### src/rtl/word_block_packer.sv
// Word-to-block packer: gathers NWORDS input words into one BSIZE-bit block and hands it
// to a block consumer through a one-deep output register, with flush of partial blocks.
module word_block_packer #(
    parameter int WSIZE     = 32,
    parameter int NWORDS    = 4,
    parameter bit MSB_FIRST = 1'b1,
    localparam int BSIZE    = WSIZE * NWORDS,
    localparam int CW       = $clog2(NWORDS) + 1
) (
    input  logic             clock,
    input  logic             reset,
    input  logic [WSIZE-1:0] word_in,
    input  logic             word_valid,
    output logic             word_ready,
    input  logic             flush,
    output logic [BSIZE-1:0] block_out,
    output logic [CW-1:0]    block_count,
    output logic             block_valid,
    input  logic             block_ready
);

    localparam int            IW   = CW - 1;
    localparam logic [CW-1:0] FULL = CW'(NWORDS);
    localparam logic [CW-1:0] ONE  = CW'(1);

    logic [WSIZE-1:0] acc_q [NWORDS];
    logic [WSIZE-1:0] acc_d [NWORDS];
    logic [CW-1:0]    fcnt_q, fcnt_d;
    logic [CW-1:0]    ocount_q, ocount_d;
    logic             flush_pend_q, flush_pend_d;
    logic             ovalid_q, ovalid_d;
    logic [BSIZE-1:0] obuf_q, obuf_d;
    logic [BSIZE-1:0] packed_acc;
    logic             accept;
    logic             xfer;

    // Input side: valid/ready, a word moves when word_valid && word_ready at posedge.
    // Output side: valid/ready, a block moves when block_valid && block_ready at posedge.
    assign word_ready = (fcnt_q != FULL) && !flush_pend_q;
    assign accept     = word_valid && word_ready;
    // Accept and transfer are mutually exclusive: a transfer needs word_ready low.
    assign xfer       = ((fcnt_q == FULL) || flush_pend_q) && (!ovalid_q || block_ready);

    always_comb begin
        packed_acc = '0;
        for (int i = 0; i < NWORDS; i++) begin
            packed_acc[(MSB_FIRST ? (NWORDS - 1 - i) : i) * WSIZE +: WSIZE] = acc_q[i];
        end
    end

    always_comb begin
        acc_d        = acc_q;
        fcnt_d       = fcnt_q;
        flush_pend_d = flush_pend_q;
        obuf_d       = obuf_q;
        ocount_d     = ocount_q;
        ovalid_d     = ovalid_q;

        if (accept) begin
            acc_d[fcnt_q[IW-1:0]] = word_in;
            fcnt_d                = fcnt_q + ONE;
        end

        // An empty accumulator ignores flush so no zero-word block is ever produced.
        if (flush && ((fcnt_q != '0) || accept)) begin
            flush_pend_d = 1'b1;
        end

        if (xfer) begin
            obuf_d       = packed_acc;
            ocount_d     = fcnt_q;
            ovalid_d     = 1'b1;
            fcnt_d       = '0;
            flush_pend_d = 1'b0;
            for (int i = 0; i < NWORDS; i++) begin
                acc_d[i] = '0;
            end
        end else if (ovalid_q && block_ready) begin
            ovalid_d = 1'b0;
        end
    end

    always_ff @(posedge clock or posedge reset) begin
        if (reset) begin
            for (int i = 0; i < NWORDS; i++) begin
                acc_q[i] <= '0;
            end
            fcnt_q       <= '0;
            flush_pend_q <= 1'b0;
            obuf_q       <= '0;
            ocount_q     <= '0;
            ovalid_q     <= 1'b0;
        end else begin
            for (int i = 0; i < NWORDS; i++) begin
                acc_q[i] <= acc_d[i];
            end
            fcnt_q       <= fcnt_d;
            flush_pend_q <= flush_pend_d;
            obuf_q       <= obuf_d;
            ocount_q     <= ocount_d;
            ovalid_q     <= ovalid_d;
        end
    end

    assign block_out   = obuf_q;
    assign block_count = ocount_q;
    assign block_valid = ovalid_q;

endmodule
### config.mk
export PLATFORM = sky130hd
export DESIGN_NAME = word_block_packer
export DESIGN_NICKNAME = d
export VERILOG_FILES = /design/src/rtl/word_block_packer.sv
export SDC_FILE = /design/constraint.sdc
export NUM_CORES = 1
export LEC_CHECK = 0
export BUFFER_PORTS_ARGS = -buffer_cell sky130_fd_sc_hd__clkbuf_2
export CAP_MARGIN = 15
export CORE_MARGIN = 2
export CORE_UTILIZATION = 45
export DETAILED_ROUTE_END_ITERATION = 8
export PLACE_DENSITY = 0.66
export SYNTH_ARGS = -nofsm -noshare
export SYNTH_HDL_FRONTEND = slang
export SYNTH_SLANG_ARGS = --single-unit
### constraint.sdc
create_clock -name clock -period 10.2 [get_ports clock]
set_input_delay 1.53 -clock clock [delete_from_list [all_inputs] [get_ports clock]]
set_output_delay 1.53 -clock clock [all_outputs]
set_load 0.01 [all_outputs]
==> results of run 1 <==
==> cell type report <==
type,instances,area share
sequential,264,0.5154
timing repair buffer,179,0.07282
inverter,6,0.002343
tap,324,0.03163
clock inverter,11,0.01015
multi-input combinational,543,0.3051
clock buffer,36,0.06257
==> report_power, final <==
group          switching [mW]  internal, mW  total [mW]  leakage (nW)
registers               0.211          1.40        1.61          3.62
clock network           0.405         0.623        1.03         0.469
logic                   0.785         0.478        1.26          2.08
==> registers in the layout, indices dropped and copies added (netlist names) <==
| name | cells |
|---|---|
| acc_q | 128 |
| fcnt_q | 3 |
| block_out | 128 |
| block_count | 3 |
| flush_pend_q | 1 |
| block_valid | 1 |
==> through the flow <==
stage                     instance area, um2  hold WS, ns
after floorplan                        11010       0.4577
after global placement                 11890       0.4693
after detailed placement               11890       0.4699
after CTS                              12820       0.4871
after global routing                   12820       0.4974
final                                  12820       0.4813
==> kinds of logic after synthesis <==
family,count (synthesis)
buffers and inverters,106
AND/OR/NAND/NOR,175
adder cells (fa/ha/maj),4
flip-flops,264
AO/OA/AOI/OAI,232
multiplexers,132
==> metal layers <==
metal	track usage	up-vias	share of wire
met5	0	-	0
met4	0.05446	0	0.017
met3	0.03667	43	0.064
met2	0.3109	267	0.44
met1	0.3415	4031	0.48
li1	-	3578	-
==> final timing paths <==
kind,from,endpoint,slack [ns],cells after the start
max,fcnt_q[0],word_ready,6.68,4
min,block_out[12],block_out[12],0.48,1
max reg2reg,fcnt_q[0],block_out[121],7.06,6
min reg2reg,block_out[12],block_out[12],0.48,1
max in group asynchronous,reset,acc_q[100],7.60,3
min in group asynchronous,reset,block_out[119],1.13,2
==> synth_stat cells <==
library cell	count	area, um2
a21o_1	1	7.510
a21oi_1	118	590.6
a21oi_4	1	16.27
a221oi_1	1	8.760
and2_1	1	6.260
buf_2	36	180.2
buf_4	3	22.52
buf_6	10	112.6
clkbuf_1	51	191.4
dfrtp_1	264	6606
ha_1	4	50.05
inv_1	6	22.52
mux2_1	60	675.7
mux2_2	71	799.5
mux2i_1	1	10.01
nand2_1	66	247.7
nand2b_1	2	12.51
nand3_1	2	10.01
nand4_1	96	600.6
nand4bb_1	1	11.26
nor2_1	1	3.750
nor2_4	1	11.26
nor2b_1	2	12.51
nor3_1	1	5.000
nor3_2	1	10.01
nor4bb_1	1	10.01
o21ai_0	25	125.1
o31ai_1	86	645.6
==> worst register-to-register path, stage by stage, from the launching register on <==
cell and delay (ns):
dfrtp_1 0.43, inv_1 0.12, ha_1 0.38, a21oi_4 0.19, nor2_4 0.68, buf_12 0.56
mux2_1 0.67
==> out/results.txt, run 1 <==
Rows = 57
share of cells above drive strength 1 = 0.2926
main combinational cell family by area after synthesis = multiplexers
Register Area = 6606 um2
Post-Synthesis Cells = 913
CP peak stage delay = 0.42 ns
Multi-input gate area = 3910 um2
Final Max Slew Viols = 0
DP Cell Count = 1316
Post-CTS Hold Fix Bufs = 0
WL per Instance = 20.60 um
post-synthesis mux area share = 0.1349
Total GRT Usage = 0.2166
Residual DRC = 0
final std cells w/o fill = 1363
Core Box Area = 24180 um2
vias in the first global route = 7603
flops & latches, synth = 264
total power divided by cell area = 304.2 nW/um2
number of distinct library cells after synthesis = 28
number of buffers added on ports = 169
VDD IR-drop max = 204.9 uV
Nets = 1063
Setup crit end kind = output port
first-pass GRT wire length = 44820 um
drt via density = 5.810
Crit path max-delay family = flip-flops
WP data required = 8.67 ns
DR iter-0 viols = 777
HP Class = register to register
synthesized area = 11010 um2
Starting Density = 0.4552
GP Congestion = 0.7752
final core occ = 0.5301
worst-skew pair later-pin latency = 0.54 ns
RSZ-0062 raised after global routing = no
sequential share of the synthesized area = 0.6003
Post-CTS Setup Inserts = 0
final period utilization = 0.3453
Max-Cap Viols = 0
Max Clock Skew = 0.01004 ns
Tmin final = 3.522 ns
Max clock buf depth = 3
die area = 25720 um2
I/O pin cnt = 170
Worst setup SP type = register
Synth Area in Simple Gates = 0.08549
pin count of the biggest net entering global routing = 157
area delta synth->final = 16.46%
synth warn = 0
most frequent cells in the layout = dfrtp_1 (264), clkbuf_2 (169), a21oi_1 (118)
Critical Path AT = 1.99 ns
# H-tree levels = 1
crit path cell chain = inv_1 > ha_1 > a21oi_4 > clkbuf_2
Max-Slew Margin vs Limit = 0.2158
via count = 7919
status = finished clean
clock slew at reported path FFs = 0.06 ns
Worst-Margin Slew = 1.175 ns
fmax = 0.2839 GHz
initial antenna violation count = 0
Max FO, Critical Path = 14
Slowest-stage cell, CP = dfrtp_1
CTS Buf Count = 28
total negative setup slack = 0 ns
critical path type = register to output port
CTS tree = done
Detailed Routing Iterations Pass 1 = 5
Mapped Nets = 954
Sink Count = 264
antenna-violating nets left = 0
Die W = 160.4 um
most common cell after layout, fill and taps aside = dfrtp_1
LEAKAGE = 6.162 nW
final WL = 28080 um
final worst setup slack = 6.678 ns
Worst Path Buf+Inv = 2
Tot Pwr = 3.899 mW
Final Setup Violations = 0
Setup WS pre-CTS = 6.428 ns
Synth Area in Compound Gates = 0.1266
post-synthesis xor/xnor area fraction = 0
grt ovf = 0
Final Hold Vio Count = 0
Synth Area in Adders = 0.004548
Root Buffer = clkbuf_16
Die H = 160.4 um
Fill cells = 2127
post-DP HPWL = 16720 um
Avg Cell Area, Syn = 12.05 um2
cts repair resizes = 0
# diodes = 0
Note: power is estimated with default switching activity, not from simulation.
==> inputs of run 2 (changes only) <==
Clock period 10.2 ns to 3.3 ns, I/O delays scaled along.
==> out/results.txt, run 2 (synthesis gave the netlist of run 1 again) <==
status = finished clean
Critical Path AT = 2.85 ns (+0.86 ns)
most common cell after layout, fill and taps aside = dfrtp_1
Root Buffer = clkbuf_16
antenna-violating nets left = 0 (unchanged)
DP Cell Count = 1330 (+1.1%)
sequential power share = 0.418 (+0.006)
Sink Count = 264 (unchanged)
WL per Instance = 20.53 um (-0.36%)
Max clock buf depth = 3 (unchanged)
Nets = 1077 (+1.3%)
initial antenna violation count = 1 (+1)
CTS tree = done
Placed Instance Area = 12090 um2 (+1.7%)
WP data required = 3.70 ns (-4.97 ns)
post-DP HPWL = 17780 um (+6.3%)
clock slew at reported path FFs = 0.06 ns (about the same)
Max-Slew Margin vs Limit = 0.2455 (+0.02970)
Max-Cap Viols = 0 (unchanged)
DR iter-0 viols = 674 (-13%)
Int Power = 7.555 mW (+200%)
Hold Slack = 0.1515 ns (-0.3297 ns)
Max FO, Critical Path = 24 (+10)
Final Setup Violations = 0 (unchanged)
Worst setup SP type = register
number of buffers added on ports = 169 (unchanged)
Max Clock Skew = 0.006637 ns (-0.003401 ns)
Tot Pwr = 11.88 mW (+200%)
Tmin final = 2.450 ns
total power divided by cell area = 918.8 nW/um2 (+200%)
Final Max Slew Viols = 0 (unchanged)
cts repair resizes = 0 (unchanged)
HP Class = primary input to asynchronous set/reset pin
RSZ-0062 raised after global routing = no
Core Box Area = 24180 um2 (unchanged)
critical path type = register to register
Die H = 160.4 um (unchanged)
Detailed Routing Iterations Pass 1 = 5 (unchanged)
vias in the first global route = 7695 (+1.2%)
sw frac = 0.3640 (+0.004735)
fmax = 0.4081 GHz
Residual DRC = 0 (unchanged)
Rows = 57 (unchanged)
die area = 25720 um2 (unchanged)
most frequent cells in the layout = dfrtp_1 (264), clkbuf_2 (169), a21oi_1 (118)
Psw = 4.323 mW (+210%)
via count = 7943 (+0.30%)
Post-Layout Inst Area = 12930 um2 (+0.86%)
final std cells w/o fill = 1380 (+1.2%)
Worst-Margin Slew = 1.130 ns (-0.04450 ns)
final WL = 28330 um (+0.88%)
share of cells above drive strength 1 = 0.2948 (+0.002198)
drt via density = 5.756 (-0.93%)
CTS Buf Count = 27 (-3.6%)
final period utilization = 0.7425
Post-CTS Setup Inserts = 0 (unchanged)
Post-CTS Hold Fix Bufs = 0 (unchanged)
GP Congestion = 0.7683 (-0.89%)
grt ovf = 0 (unchanged)
total negative setup slack = 0 ns (unchanged)
first-pass GRT wire length = 45300 um (+1.1%)
VDD IR-drop max = 376.6 uV (+84%)
Die W = 160.4 um (unchanged)
worst-skew pair later-pin latency = 0.52 ns (-0.02 ns)
Starting Density = 0.4552 (unchanged)
Total GRT Usage = 0.2180 (+0.001445)
pin count of the biggest net entering global routing = 99 (-37%)
# H-tree levels = 1 (unchanged)
area delta synth->final = 17.46%
Setup crit end kind = register
LEAKAGE = 6.203 nW (+0.67%)
power share of the combinational group = 0.345 (+0.021)
I/O pin cnt = 170 (unchanged)
Final Hold Vio Count = 0 (unchanged)
clock power share = 0.237 (-0.027)
-- run 2: cell count changes in the layout (fill, tap and decap cells not counted) --
cell / delta
buf_12: +8
buf_16: +1
buf_4: +6
bufinv_16: -3
clkbuf_1: +9
clkbuf_16: -2
clkinv_2: -3
clkinvlp_4: +1
diode_2: +1
inv_8: -1
-- run 2: per-stage QoR --
| step | utilization | worst slack, ns |
|---|---|---|
| finish | 0.5347 | 0.8497 |
| global route | 0.5347 | 0.7215 |
| CTS | 0.5335 | 0.8528 |
| detailed placement | 0.4999 | 0.8656 |
| global placement | 0.4999 | 0.9001 |
| floorplan | - | -0.6785 |
-- run 2: final cells by class --
class                           instances  area (um2)
Fill cell                            2117       11250
Timing Repair Buffer                  194        1166
Antenna cell                            1       2.502
Tap cell                              324       405.4
Multi-Input combinational cell        543        3910
Clock buffer                           43       785.8
Sequential cell                       264        6606
Clock inverter                          5       25.02
Inverter                                6       26.28
-- run 2: final timing paths --
check	startpoint	endpoint	slack, ns	cells past startpoint
min	reset	block_out[123]	0.15	2
max	fcnt_q[0]	block_out[99]	0.85	6
min reg2reg	block_out[13]	block_out[13]	0.48	1
max in group asynchronous	reset	acc_q[40]	2.31	3
max reg2reg	fcnt_q[0]	block_out[99]	0.85	6
min in group clock	flush	flush_pend_q	0.23	3
-- run 2: routing by layer --
| layer | up-vias | routed length [um] | track usage |
|---|---|---|---|
| met1 | 4003 | 13160 | 0.3430 |
| met2 | 304 | 12480 | 0.3113 |
| met4 | 0 | 453 | 0.04996 |
| met3 | 32 | 2238 | 0.04339 |
| li1 | 3604 | - | - |
| met5 | - | 0 | 0 |
-- run 2: power groups by stage --
stage          Sequential (mW)  Clock [mW]  Combinational (mW)
2_1_floorplan             5.10           0                2.55
3_3_place_gp              5.00           0                4.00
3_5_place_dp              5.02           0                4.07
4_1_cts                   4.97        2.87                4.08
5_1_grt                   5.11        3.03                4.46
6_report                  4.96        2.82                4.10
-- run 2: critical path, stage by stage (launching register included) --
cell	delay [ns]
dfrtp_1	0.42
inv_1	0.11
ha_1	0.37
a21oi_4	0.18
nor2_4	0.48
buf_4	0.39
mux2_2	0.38
==> inputs of run 3 (changes only) <==
Clock period 3.3 ns to 2.31 ns, I/O delays scaled along.
==> out/results.txt, run 3 (synthesis gave the netlist of run 1 again) <==
Tmin final = 2.206 ns
Max-Slew Margin vs Limit = 0.5279 (+0.2823)
WHS Endpoint = flush_pend_q
Hold Path Cell Cnt = 3
Die W = 160.4 um (unchanged)
final core occ = 0.5475 (+0.01283)
via count = 8078 (+1.7%)
met1 usage = 0.3328 (-0.01028)
LEAKAGE = 6.360 nW (+2.5%)
total negative setup slack = 0 ns (unchanged)
Worst setup SP type = register
Nets = 1090 (+1.2%)
final period utilization = 0.9550
Tot Pwr = 17.80 mW (+50%)
Setup crit start = fcnt_q[0]
clock slew at reported path FFs = 0.06 ns (about the same)
Total GRT Usage = 0.2198 (+0.001816)
CTS Buf Count = 26 (-3.7%)
I/O pin cnt = 170 (unchanged)
Sink Count = 264 (unchanged)
Critical Path AT = 1.86 ns (-0.99 ns)
number of buffers added on ports = 169 (unchanged)
area delta synth->final = 20.28%
vias in the first global route = 7896 (+2.6%)
Root Buffer = clkbuf_16
WL per Instance = 20.54 um (about the same)
reg2reg start = fcnt_q[0]
Post-CTS Setup Inserts = 0 (unchanged)
global routing's busiest layer = met1
r2r endpoint = block_out[100]
R2R depth = 7 (+1)
Die H = 160.4 um (unchanged)
Max FO, Critical Path = 13 (-46%)
most common cell after layout, fill and taps aside = dfrtp_1
HP Start = flush
final WL = 28610 um (+1.0%)
GP Congestion = 0.7970 (+3.7%)
worst-skew pair later-pin latency = 0.53 ns (about the same)
total power divided by cell area = 1345 nW/um2 (+46%)
Setup crit end kind = output port
most frequent cells in the layout = dfrtp_1 (264), clkbuf_2 (169), a21oi_1 (118)
RSZ-0062 raised after global routing = no
die area = 25720 um2 (unchanged)
Hold Slack = 0.08336 ns (-0.06819 ns)
Final Hold Vio Count = 0 (unchanged)
Multi-input gate area = 3913 um2 (about the same)
critical path type = register to output port
Rows = 57 (unchanged)
Max-Cap Viols = 0 (unchanged)
Detailed Routing Iterations Pass 1 = 5 (unchanged)
Core Box Area = 24180 um2 (unchanged)
WP data required = 1.96 ns (-1.74 ns)
Starting Density = 0.4552 (unchanged)
grt ovf = 0 (unchanged)
drt via density = 5.799 (+0.75%)
pin count of the biggest net entering global routing = 128 (+29%)
CTS tree = done
Final Max Slew Viols = 0 (unchanged)
Max clock buf depth = 3 (unchanged)
share of cells above drive strength 1 = 0.3124 (+0.01765)
status = finished clean
Max Clock Skew = 0.009461 ns (+0.002824 ns)
initial antenna violation count = 1 (unchanged)
Register Area = 6606 um2 (unchanged)
Worst-Margin Slew = 0.7082 ns (-0.4223 ns)
met2 GRT Util = 0.3303 (+0.01900)
# H-tree levels = 1 (unchanged)
post-DP HPWL = 18310 um (+3.0%)
HP Class = primary input to register
met3 global-route usage = 0.03099 (-0.01240)
antenna-violating nets left = 0 (unchanged)
flop-to-flop setup slack = 0.27 ns (-0.58 ns)
Fill cells = 2086 (-1.5%)
VDD IR-drop max = 680.6 uV (+81%)
DR iter-0 viols = 658 (-2.4%)
Final Setup Violations = 0 (unchanged)
first-pass GRT wire length = 45550 um (+0.56%)
Residual DRC = 0 (unchanged)
fmax = 0.4533 GHz
# diodes = 0 (-1)
[run 3: cell types whose count changed in the layout (fill, tap and decap cells not counted)]
cell | before | now
buf_12 | 9 | 15
buf_4 | 15 | 22
bufinv_16 | 0 | 3
clkbuf_1 | 11 | 2
clkbuf_8 | 5 | 9
clkinv_4 | 0 | 1
clkinvlp_4 | 1 | 2
diode_2 | 1 | 0
dlygate4sd3_1 | 0 | 1
ha_1 | 4 | 3
ha_2 | 0 | 1
[run 3: timing repair]
| item | in CTS | in global routing |
|---|---|---|
| hold buffers | 1 | 0 |
| hold endpoints to repair | 4 | 0 |
| setup endpoints to repair | 0 | 1 |
| resized for setup | 0 | 1 |
[run 3: worst max path at each step]
stage / to / slack, ns
6_report: word_ready / 0.10
5_1_grt: word_ready / 0.02
4_1_cts: word_ready / 0.01
3_5_place_dp: block_out[100] / 0.21
3_3_place_gp: block_out[100] / 0.28
2_1_floorplan: acc_q[0] / -1.52
[run 3: cell type report]
class,instances,share of cell area
multi-input combinational,543,0.2956
sequential,264,0.4991
timing repair buffer,208,0.1019
tap,324,0.03062
clock buffer,38,0.06096
clock inverter,10,0.009924
inverter,6,0.001985
[run 3: layer usage]
metal  vias to the layer above  wire, um
met5                         -         0
met4                         0       735
met3                        54      1715
met2                       299     12910
met1                      4093     13250
li1                       3632         -
[run 3: worst max-delay path: stages (launching register included)]
cell      delay (ns)
dfrtp_1         0.42
inv_1           0.11
ha_2            0.26
a21oi_4         0.18
buf_4           0.21
clkbuf_2        0.15
[run 3: power breakdown]
part	internal [mW]	switching (mW)
Clock	2.75	1.77
Combinational	2.57	3.60
Sequential	6.17	0.942
Total	11.5	6.32
[run 3: through the flow]
stage	instance area, um2	cells	worst slack [ns]
floorplan	11010	913	-1.520
global placement	12260	1343	0.2828
detailed placement	12260	1343	0.2081
CTS	13210	1392	0.01200
global route	13240	1393	0.02349
finish	13240	1393	0.1039
